**config.mk**
```make
export PLATFORM = sky130hd
export DESIGN_NAME = unidad_control_param
export DESIGN_NICKNAME = d
export VERILOG_FILES = /design/src/rtl/unidad_control_param.sv
export SDC_FILE = /design/constraint.sdc
export NUM_CORES = 1
export LEC_CHECK = 0
export BUFFER_PORTS_ARGS = -buffer_cell sky130_fd_sc_hd__buf_2
export CAP_MARGIN = 30
export CORE_MARGIN = 2
export CORE_UTILIZATION = 29
export CTS_CLUSTER_DIAMETER = 80
export DETAILED_ROUTE_END_ITERATION = 10
export GPL_TIMING_DRIVEN = 0
export PLACE_DENSITY_LB_ADDON = 0.08
export RECOVER_POWER = 100
export SETUP_SLACK_MARGIN = 0.4
export SLEW_MARGIN = 25
export SYNTH_ARGS = -nofsm -noshare
export SYNTH_HDL_FRONTEND = slang
export SYNTH_SLANG_ARGS = --single-unit
```
**constraint.sdc**
```tcl
create_clock -name clk -period 6.45 [get_ports clk]
set_clock_uncertainty 0.05 [all_clocks]
set_input_delay 0.3225 -clock clk [delete_from_list [all_inputs] [get_ports clk]]
set_output_delay 0.3225 -clock clk [all_outputs]
set_load 0.01 [all_outputs]
```
**src/rtl/unidad_control_param.sv**
```systemverilog
// Clocked register-file control unit: decodes {op,src,dst}, 1-cycle LDI/ADD/MOV, valid/ready intake.
// Optional shift-add MUL (DATA_W+1 clk accept-to-done) when UNIDAD_MUL_EN is defined.
`default_nettype none

module unidad_control_param #(
  parameter  int DATA_W  = 8,
  parameter  int REG_AW  = 3,
  localparam int INSTR_W = 2 + 2*REG_AW
) (
  input  logic                  clk,
  input  logic                  rst,
  input  logic [INSTR_W-1:0]    instr,
  input  logic                  instr_valid,
  output logic                  instr_ready,
  input  logic [DATA_W-1:0]     in_data,
  output logic [2*DATA_W-1:0]   out_data,
  output logic                  zero,
  output logic                  carry,
  output logic                  done
);

  localparam int                NREG   = (1 << REG_AW) - 1;
  localparam logic [REG_AW-1:0] ONES   = '1;
  localparam logic [1:0]        OP_LDI = 2'd0;
  localparam logic [1:0]        OP_ADD = 2'd1;
  localparam logic [1:0]        OP_MOV = 2'd2;
  localparam logic [1:0]        OP_MUL = 2'd3;

  logic [DATA_W-1:0] regs [NREG];

  logic [1:0]        op;
  logic [REG_AW-1:0] src;
  logic [REG_AW-1:0] dst;
  logic [DATA_W-1:0] s_val;
  logic [DATA_W-1:0] d_val;
  logic [DATA_W:0]   sum;
  logic [DATA_W-1:0] wr_val;
  logic              accept;
  logic              is_wr;

  assign op     = instr[INSTR_W-1 -: 2];
  assign src    = instr[2*REG_AW-1 -: REG_AW];
  assign dst    = instr[REG_AW-1:0];
  // index ONES never touches the register array: it aliases in_data / out_data
  assign s_val  = (src == ONES) ? in_data : regs[src];
  assign d_val  = (dst == ONES) ? out_data[DATA_W-1:0] : regs[dst];
  assign sum    = {1'b0, d_val} + {1'b0, s_val};
  assign accept = instr_valid & instr_ready;
  assign is_wr  = accept & (op != OP_MUL);

  always_comb begin
    wr_val = '0;
    case (op)
      OP_LDI:  wr_val = {{(DATA_W-REG_AW){1'b0}}, src};
      OP_ADD:  wr_val = sum[DATA_W-1:0];
      OP_MOV:  wr_val = s_val;
      default: wr_val = '0;
    endcase
  end

`ifdef UNIDAD_MUL_EN
  typedef enum logic [1:0] {IDLE, MUL_RUN, MUL_WB} state_t;

  localparam int CNT_W = $clog2(DATA_W + 1);

  state_t              state;
  state_t              state_nxt;
  logic [CNT_W-1:0]    cnt;
  logic [2*DATA_W-1:0] acc;
  logic [2*DATA_W-1:0] mcand;
  logic [2*DATA_W-1:0] prod_nxt;
  logic [DATA_W-1:0]   mplier;
  logic [REG_AW-1:0]   mul_dst;
  logic                mul_last;

  assign prod_nxt = acc + (mplier[0] ? mcand : '0);
  assign mul_last = (cnt == CNT_W'(1));

  always_ff @(posedge clk) begin
    if (rst) state <= IDLE;
    else     state <= state_nxt;
  end

  always_comb begin
    state_nxt   = state;
    instr_ready = 1'b0;
    case (state)
      IDLE: begin
        instr_ready = 1'b1;
        if (instr_valid && op == OP_MUL) state_nxt = MUL_RUN;
      end
      MUL_RUN: if (mul_last) state_nxt = MUL_WB;
      MUL_WB:  state_nxt = IDLE;
      default: state_nxt = IDLE;
    endcase
  end
`else
  assign instr_ready = 1'b1;
`endif

  always_ff @(posedge clk) begin
    if (rst) begin
      for (int i = 0; i < NREG; i++) regs[i] <= '0;
      out_data <= '0;
      zero     <= 1'b1;
      carry    <= 1'b0;
      done     <= 1'b0;
`ifdef UNIDAD_MUL_EN
      cnt      <= '0;
      acc      <= '0;
      mcand    <= '0;
      mplier   <= '0;
      mul_dst  <= '0;
`endif
    end else begin
      done <= 1'b0;
      if (is_wr) begin
        if (dst == ONES) out_data  <= {{DATA_W{1'b0}}, wr_val};
        else             regs[dst] <= wr_val;
        zero <= (wr_val == '0);
        if (op == OP_ADD) carry <= sum[DATA_W];
        done <= 1'b1;
      end
`ifdef UNIDAD_MUL_EN
      if (accept && op == OP_MUL) begin
        acc     <= '0;
        mcand   <= {{DATA_W{1'b0}}, d_val};
        mplier  <= s_val;
        mul_dst <= dst;
        cnt     <= CNT_W'(DATA_W);
      end
      if (state == MUL_RUN) begin
        acc    <= prod_nxt;
        mcand  <= mcand << 1;
        mplier <= mplier >> 1;
        cnt    <= cnt - CNT_W'(1);
        // final partial sum is written back directly so done lands in MUL_WB
        if (mul_last) begin
          out_data <= prod_nxt;
          if (mul_dst != ONES) regs[mul_dst] <= prod_nxt[DATA_W-1:0];
          carry <= |prod_nxt[2*DATA_W-1:DATA_W];
          zero  <= (prod_nxt == '0);
          done  <= 1'b1;
        end
      end
`else
      if (accept && op == OP_MUL) done <= 1'b1;
`endif
    end
  end

endmodule

`default_nettype wire

```
==> results of run 1 <==
metrics by stage:
stage / hold slack [ps] / setup slack (ps) / cell area, um^2 / power, W
detailed placement: 415 / 1650 / 4650 / 0.000707
CTS: 260 / 1950 / 4910 / 0.00116
finish: 261 / 1530 / 4860 / 0.00115
floorplan: 393 / 2880 / 4290 / 0.000644
global route: 267 / 973 / 4860 / 0.00119
global placement: 419 / 1650 / 4650 / 0.000706
layer usage:
| layer | vias to the layer above | routed length (um) |
|---|---|---|
| li1 | 1461 | - |
| met1 | 1600 | 6770 |
| met2 | 104 | 6490 |
| met3 | 14 | 704 |
| met5 | - | 0 |
| met4 | 0 | 154 |
cell type report:
type / instances / area (um^2)
buffer: 31 / 218
multi-input combinational: 274 / 2190
fill: 1489 / 9610
sequential: 67 / 1820
clock buffer: 16 / 262
tap: 184 / 230
inverter: 8 / 30.0
timing repair buffer: 25 / 110
path summary, 6_finish.rpt:
| check | slack (ps) | to | cells past startpoint | start |
|---|---|---|---|---|
| setup / recovery | 1530 | regs[2][6] | 13 | instr[0] |
| hold / removal | 260 | done | 2 | instr_valid |
| setup reg to reg | 2850 | regs[4][7] | 9 | regs[0][2] |
| hold reg to reg | 420 | regs[6][6] | 2 | regs[6][6] |
cell families (layout without fill, tap and decap cells):
logic type                 Yosys count  in the layout  share of synthesized area (%)
AOI/OAI and AO/OA                   56             56                           10.3
xor gates and xnor gates             2              2                          0.411
adders and majority gates            9              9                           2.81
buffers and inverters               39             80                           5.92
DFF                                 67             67                           42.7
muxes                               57             57                           22.5
other                                2              9                          0.176
and+or+nand+nor                    141            141                           15.2
synthesized netlist by cell type (all sizes together) (2+ instances only):
master,n,area share (%)
a211oi,10,1.8
a21o,2,0.35
a21oi,13,1.5
a22oi,3,0.85
and3,2,0.29
buf,23,4.5
clkbuf,8,0.70
conb,2,0.18
dfxtp,19,8.9
edfxtp,48,34
ha,8,2.3
inv,8,0.70
mux2,21,5.6
mux2i,8,1.9
mux4,28,15
nand2,24,2.2
nand2b,12,1.8
nand3,5,0.59
nor2,71,6.2
nor2b,5,0.73
nor3,5,0.70
o21ai,6,0.70
o21bai,2,0.35
o22a,2,0.41
o22ai,2,0.44
o31ai,4,0.82
or2,5,0.73
or3,6,0.88
xnor2,2,0.41
placed cells by master (no fill, tap or decap), drive strengths merged, types with 3 or more instances in the layout:
cell type	instances
mux2i	8
ha	8
nor2b	5
mux2	21
nor2	71
o31ai	4
nand2b	12
clkbuf	40
a22oi	3
nand3	5
nor3	5
conb	9
edfxtp	48
or3	6
a211oi	10
mux4	28
inv	8
buf	32
or2	5
nand2	24
a21oi	13
o21ai	6
dfxtp	19
report_power, final:
group | total (W) | switching (W) | internal, W | leakage, nW
Combinational | 0.000206 | 0.000119 | 0.0000868 | 1.03
Clock | 0.000453 | 0.000182 | 0.000272 | 0.125
Sequential | 0.000489 | 0.0000107 | 0.000478 | 0.651
Total | 0.00115 | 0.000311 | 0.000837 | 1.81
registers in the layout, summed over array words and instances (netlist names):
signal / count
carry: 1
zero: 1
done: 1
regs: 56
out_data: 8
==> flow_summary.toml, run 1 <==
[logic_synthesis]
synth_flop_cell = "edfxtp_1"
ys_ff_latch = 67
syn-cell-area_mm2 = 0.00427
syn_area_per_cell_um2 = 11.4
ys_warn_count = 0
synth_edf_count = 48
yosysSeqAreaShare_pct = 42.7
yosysUniqueCellTypes = 61
syn_inst = 373
async_reset_ff_share_pct = 0

[worst_setup_path]
cp_common_cell = "clkbuf_1"
critPathTopFamily = "buffers and inverters"
worst-setup-path-type = "input port to register"
crit_chain = "clkbuf_1 > clkbuf_1 > clkbuf_1 > mux4_2 > mux2_2 > ha_1 > fa_1 > a211oi_1 > o21ai_0 > and3_1 > o31ai_1 > nand2_1 > nor2_1"
critPathBufInv = 3
cp_data_required_time_ps = 6570
endpoint_kind = "register"
critPathLaunchType = "input port"
cp_max_fo = 10
worstPathArrival_ps = 5040
critPathMaxStageDelay_ps = 830
crit_path_top_delay_cell = "clkbuf_1"

[clocking]
cts_buffers = 9
cts_tree = "built"
cts_resized = 0
path_clk_slew_ps = 60
clk_path_buf_depth = 2
clock-root-buffer = "clkbuf_16"
cts_post_setup_buffers_inserted = 0
hold_buffers = 0
clkLatencyLatePin_ps = 340
cts_max_level = 3
cts_sinks = 67

[layout]
diodes = 0
utilization_pct = 33.6
syn2layout_area_growth_pct = 14.0
fin_cells = 605
nNetsFinal = 444
drive_above_1_share_pct = 22.8

[timing]
worst_slew_pin_slew_ps = 1410
drv_slew = 0
setup_viol = 0
max_freq_mhz = 203
fin_crit_ps = 4920
slew_headroom_pct = 5.55
hold_violations = 0
final.setup.tns_ps = 0
rsz0062_at_grt = "no"
finalCritPeriodShare_pct = 76.3

[floorplan]
rows = 44
initial_core_util_pct = 29.5
die_y_um = 125
die_x_um = 125
core-area_mm2 = 0.0145
boundaryPins = 39
dieArea_mm2 = 0.0157

[pwr]
power_density_mw_per_mm2 = 236
vdd_drop_max_uv = 125
p_leak_nw = 1.81

[routing]
via_count = 3179
wl_per_cell_um = 23.3
drtIter0Drc = 274
drtAntennaViolNets = 0
drc_errors = 0
drt-total-wl_um = 14100
drtPass1Iterations = 4
vias_per_cell = 5.25

[worst_hold_path]
hold_class = "input port to register"

[global_routing]
antenna_found_initial = 0
use_met3_pct = 3.85
grt_max_degree = 11
grtUsageMet2_pct = 29.1
grt_pass1_wl_um = 21200
use_met1_pct = 26.3
busiest_layer = "met2"
grt_pass1_vias = 3245
grt_use_total_pct = 18.6
grt-ovfl-total = 0

[placement]
dp_cells = 589
port-buffer-count = 25
routabilityCongestion = 0.887
dp_hpwl_um = 9940

[outcome]
status = "finished clean"

[run]
drv_cap = 0
(Power assumes the default switching activity.)
==> run 2: changes to the inputs <==
==> constraint.sdc (replaced) <==
create_clock -name clk -period 4.22 [get_ports clk]
set_clock_uncertainty 0.05 [all_clocks]
set_input_delay 0.211 -clock clk [delete_from_list [all_inputs] [get_ports clk]]
set_output_delay 0.211 -clock clk [all_outputs]
set_load 0.01 [all_outputs]
==> run 2 against run 1 <==
Against the previous run:
- non-clock buffer count unchanged
- final area increased by 0.44%
- first-iteration DRC count decreased by 1.5%
- setup slack got worse by 1100 ps
- register-to-register slack got worse by 2300 ps
- clock power increased by 53%
- worst hold slack got worse by 110 ps
- combinational power increased by 54%
- utilization increased by 0.15 points
- clock-buffer cell count unchanged
- critical endpoint unchanged
==> flow_summary.toml, run 2 (synthesis results as in run 1) <==
[outcome]
status = "finished clean"

[worst_setup_path]
cp_common_cell = "buf_2"
critPathBufInv = 3
worst-setup-path-type = "input port to register"
path_depth = 13
critPathLaunchType = "input port"
critPathTopFamily = "compound AO/OA/AOI/OAI gates"
worstPathArrival_ps = 3900
crit_start = "instr[1]"
regToRegStartpoint = "regs[5][0]"
crit_chain = "buf_2 > buf_2 > clkbuf_4 > mux4_2 > mux2_2 > ha_1 > fa_1 > a211oi_1 > o21ai_0 > and3_1 > o31ai_1 > nand2_1 > nor2_1"
cp_data_required_time_ps = 4340
regToRegSetupSlack_ps = 600
cp_max_fo = 10
critPathMaxStageDelay_ps = 410
endpoint_kind = "register"
rr_worst_depth = 10
crit_path_top_delay_cell = "fa_1"
r2r-end = "regs[2][6]"
endpoint = "regs[2][6]"

[layout]
final_cell_mix = "71 x nor2_1, 48 x edfxtp_1, 28 x clkbuf_1"
drive_above_1_share_pct = 23.5
max_flop_register = "regs"
final_cell_area_mm2 = 0.00489
multi_input_area_mm2 = 0.00220
layout_commonest_cell = "nor2_1"
nNetsFinal = 444
diodes = 0
largest_reg_flops = 56
top_regs = "regs x56, out_data x8"
fillers = 1484
syn2layout_area_growth_pct = 14.5
regArea_mm2 = 0.00182

[clocking]
path_clk_slew_ps = 60
clkLatencyLatePin_ps = 340
clock-root-buffer = "clkbuf_16"
cts_buffers = 9
cts_tree = "built"
cts_post_setup_buffers_inserted = 0
clk_path_buf_depth = 2
cts_resized = 4
cts_max_level = 3
cts_sinks = 67
hold_buffers = 0

[floorplan]
die_x_um = 125
rows = 44
boundaryPins = 39
dieArea_mm2 = 0.0157
die_y_um = 125
core-area_mm2 = 0.0145
initial_core_util_pct = 29.5

[pwr]
p_clk_share_pct = 39.5
power_density_mw_per_mm2 = 360
finalPower_w = 0.00176
p_seq_share_pct = 42.5
switching_share_pct = 27.2
p_switching_w = 0.000478
vdd_drop_max_uv = 196
internal_power_w = 0.00128
comb_power_share_pct = 18.0
p_leak_nw = 1.82

[global_routing]
use_met3_pct = 3.85
grt-ovfl-total = 0
use_met1_pct = 26.3
antenna_found_initial = 0
grt_pass1_wl_um = 21200
grt_max_degree = 11
busiest_layer = "met2"
grt_use_total_pct = 18.6
grt_pass1_vias = 3245
grtUsageMet2_pct = 29.1

[placement]
dp_hpwl_um = 9940
routabilityCongestion = 0.887
port-buffer-count = 25
pre_cts_ws_ps = -472
place_area_mm2 = 0.00465

[worst_hold_path]
hold_class = "input port to register"
holdPathStages = 2

[routing]
via_count = 3188
drtPass1Iterations = 5
drtAntennaViolNets = 0
drtIter0Drc = 270
drc_errors = 0
wl_per_cell_um = 23.3
vias_per_cell = 5.27
drt-total-wl_um = 14100

[timing]
max_freq_mhz = 264
finalWorstSetupSlack_ps = 439
finalCritPeriodShare_pct = 89.6
fin_crit_ps = 3780
drv_slew = 0
rsz0062_at_grt = "no"
whs_ps = 149
slew_headroom_pct = 5.04
hold_violations = 0
worst_slew_pin_slew_ps = 1420
setup_viol = 0

[run]
drv_cap = 0
[run 2: how the worst min path moves through the flow]
| stage | start | end | slack [ps] |
|---|---|---|---|
| global placement | regs[6][6] | regs[6][6] | 420 |
| global route | instr_valid | done | 160 |
| CTS | instr_valid | done | 150 |
| floorplan | instr_valid | done | 290 |
| finish | instr_valid | done | 150 |
| detailed placement | regs[6][6] | regs[6][6] | 410 |
[run 2: layer usage]
layer	routed length, um	part of all wire [%]
met5	0	0
met4	245	1.7
met3	814	5.8
met2	6320	45
met1	6700	48
[run 2: layout make-up]
type | instances | share of cell area, %
Multi-Input combinational cell | 274 | 44.9
Sequential cell | 67 | 37.3
Clock buffer | 16 | 5.35
Buffer | 31 | 4.87
Tap cell | 184 | 4.71
Timing Repair Buffer | 25 | 2.23
Inverter | 8 | 0.615
[run 2: power by group through the flow]
stage                     sequential, W  combinational [W]  clock [W]
after floorplan                0.000755           0.000228          0
after global placement         0.000761           0.000318          0
after detailed placement       0.000760           0.000321          0
after CTS                      0.000747           0.000323   0.000700
after global routing           0.000751           0.000345   0.000727
final                          0.000747           0.000317   0.000695
[run 2: metrics by stage]
stage | instances | setup TNS, ps | utilization (%)
after floorplan | 380 | 0 | -
after global routing | 605 | 0 | 33.7
after detailed placement | 589 | -7720 | 32.1
after CTS | 605 | 0 | 34.0
after global placement | 589 | -7520 | 32.1
final | 605 | 0 | 33.7
==> run 3: changes to the inputs <==
--- a/config.mk
+++ b/config.mk
@@ -5,6 +5,7 @@
 export SDC_FILE = /design/constraint.sdc
 export NUM_CORES = 1
 export LEC_CHECK = 0
+export ABC_AREA = 1
 export BUFFER_PORTS_ARGS = -buffer_cell sky130_fd_sc_hd__buf_2
 export CAP_MARGIN = 30
 export CORE_MARGIN = 2
==> run 3 against run 2 <==
Against the previous run:
- utilization is 0.51 points higher
- area after synthesis decreased by 1.8%
- non-clock buffer count is 9 higher
- sequential share of layout area up 0.73 points
- total power fell by 0.91%
- critical endpoint is now regs[4][2]
- highest routed layer unchanged
==> flow_summary.toml, run 3 <==
[outcome]
status = "finished clean"

[pwr]
power_density_mw_per_mm2 = 364
p_leak_nw = 2.06
vdd_drop_max_uv = 171

[routing]
met3_length_um = 883
drc_errors = 0
wl_met2_um = 6600
drt-total-wl_um = 14800
via_count = 4019
wirelength_met1_um = 6920
drtAntennaViolNets = 0
drtIter0Drc = 270
drtPass1Iterations = 4
maxUsedRoutingLayer = "met4"
wl_per_cell_um = 18.7
vias_per_cell = 5.07

[timing]
finalCritPeriodShare_pct = 76.5
final.setup.tns_ps = 0
worst_slew_pin_slew_ps = 1060
drv_slew = 0
slew_headroom_pct = 28.5
setup_viol = 0
fin_crit_ps = 3230
rsz0062_at_grt = "no"
hold_violations = 0
max_freq_mhz = 310
finalWorstSetupSlack_ps = 992

[global_routing]
grt_use_total_pct = 19.9
grt_pass1_vias = 3918
grt-ovfl-total = 0
grt_max_degree = 11
antenna_found_initial = 0
grt_pass1_wl_um = 23100

[worst_setup_path]
crit_chain = "clkbuf_1 > inv_1 > clkbuf_1 > a21oi_1 > o21ai_0 > a31o_2 > ha_1 > fa_1 > xnor2_1 > o21ai_0 > inv_1 > nand2_1 > nand2_1 > nor2_1"
critPathLaunchType = "input port"
crit_path_top_delay_cell = "fa_1"
critPathMaxStageDelay_ps = 450
r2r-end = "regs[4][1]"
worstPathArrival_ps = 3250
regToRegStartpoint = "regs[3][0]"
rr_worst_depth = 10
regToRegSetupSlack_ps = 1360
cp_max_fo = 10
endpoint_kind = "register"
cp_data_required_time_ps = 4240
worst-setup-path-type = "input port to register"

[floorplan]
core-area_mm2 = 0.0140
die_x_um = 124
boundaryPins = 39
rows = 43
die_y_um = 124
dieArea_mm2 = 0.0154
initial_core_util_pct = 30.0

[placement]
routabilityCongestion = 0.902
dp_hpwl_um = 11400
pre_cts_ws_ps = 888
port-buffer-count = 27
dp_cells = 777

[layout]
layout_commonest_cell = "nand2_1"
drive_above_1_share_pct = 11.6
fin_cells = 793
largest_reg_flops = 56
utilization_pct = 34.3
nNetsFinal = 636
diodes = 0
syn2layout_area_growth_pct = 14.3
final_cell_mix = "170 x nand2_1, 71 x nand3_1, 50 x nor2_1"
top_regs = "regs x56, out_data x8"
max_flop_register = "regs"

[worst_hold_path]
hold_end = "done"
holdPathStages = 3
worstHoldStart = "instr_valid"
hold_class = "input port to register"

[clocking]
clkLatencyLatePin_ps = 340
cts_max_level = 3
cts_buffers = 9
cts_sinks = 67
cts_post_setup_buffers_inserted = 0
path_clk_slew_ps = 50
hold_buffers = 0
clock-root-buffer = "clkbuf_16"
cts_resized = 0
cts_tree = "built"
clk_path_buf_depth = 2

[logic_synthesis]
yosysSeqAreaShare_pct = 43.5
yosysUniqueCellTypes = 32
synth_flop_cell = "edfxtp_1"
synthSimpleGateAreaFrac_pct = 30.8
syn_area_per_cell_um2 = 7.46
yosysTopAreaCellShare_pct = 34.4
synth_edf_count = 48
syn-cell-area_mm2 = 0.00419
muxShareOfSynthArea_pct = 0
synth_top_area_cell = "edfxtp_1"
synth_xor_xnor_area_share_pct = 0.209
synth_area_leaders = "edfxtp_1 34%, nand2_1 15%, dfxtp_1 9.1%, nand3_1 8.5%, a21oi_1 5.1%"
synth_fa_ha_area_share_pct = 2.87
syn_inst = 562
synth_common_cells = "163 x nand2_1, 71 x nand3_1, 50 x nor2_1"
ys_ff_latch = 67
ys_warn_count = 0
synth_top_family_by_area = "simple AND/OR/NAND/NOR gates"
synth_compound_area_share_pct = 12.6
async_reset_ff_share_pct = 0
yosysMostFrequentCell = "nand2_1"

[run]
drv_cap = 0
==> run 3: cell types whose count changed after synthesis, sizes merged, moves of 20 or more <==
cell and delta:
mux2 -21, inv +47, o21ai +20, a21oi +31, nor2 -21, mux4 -28
nand2 +147, nand3 +66
==> run 3: cell type report <==
cell class	count	area [um^2]
plain buffers	37	206
inverters	55	206
clock buffers	12	236
multi-input cells	410	1950
well taps	180	225
repair buffers	28	125
flip-flops and latches	67	1820
fillers	1535	9200
clock inverters	4	17.5
==> run 3: kinds of logic (layout without fill, tap and decap cells) <==
kind of cell / count (synthesis) / in the layout
other cells: 2 / 9
flops: 67 / 67
buf+inv: 92 / 136
compound gates: 90 / 90
xor+xnor: 1 / 1
fa+ha+maj: 9 / 9
simple gates: 301 / 301
==> run 3: routing by layer <==
metal	up-vias	global-route usage, %
met5	-	0
met4	0	7.87
met3	27	3.01
met2	121	30.5
met1	1919	28.1
li1	1952	-
==> run 3: how the worst max path moves through the flow <==
| stage | start | end | slack, ps | cells past startpoint |
|---|---|---|---|---|
| after detailed placement | instr[0] | regs[0][5] | 890 | 15 |
| after floorplan | instr[0] | regs[0][2] | 1710 | 14 |
| after global routing | instr[0] | regs[5][7] | 700 | 18 |
| final | instr[0] | regs[4][2] | 990 | 14 |
| after CTS | instr[0] | regs[0][5] | 1250 | 15 |
| after global placement | instr[1] | regs[0][7] | 870 | 15 |
==> run 3: per-stage QoR <==
step | power (W) | cell area [um^2] | hold slack [ps]
3_5_place_dp | 0.00110 | 4590 | 434
3_3_place_gp | 0.00110 | 4580 | 417
2_1_floorplan | 0.000981 | 4220 | 297
4_1_cts | 0.00176 | 4840 | 77.8
5_1_grt | 0.00183 | 4790 | 134
6_report | 0.00174 | 4790 | 95.9
==> run 3: critical path: cells and delay by family <==
kind                       cells  cell delay (ps)
and+or+nand+nor                3              510
AOI/OAI and AO/OA              4              670
buffers and inverters          4              940
xor gates and xnor gates       1              210
adders and majority gates      2              700
==> run 3: report_power, final <==
group | internal, W | switching (W) | leakage, nW
clock network | 0.000392 | 0.000274 | 0.125
registers | 0.000732 | 0.0000172 | 0.652
logic | 0.000105 | 0.000224 | 1.28
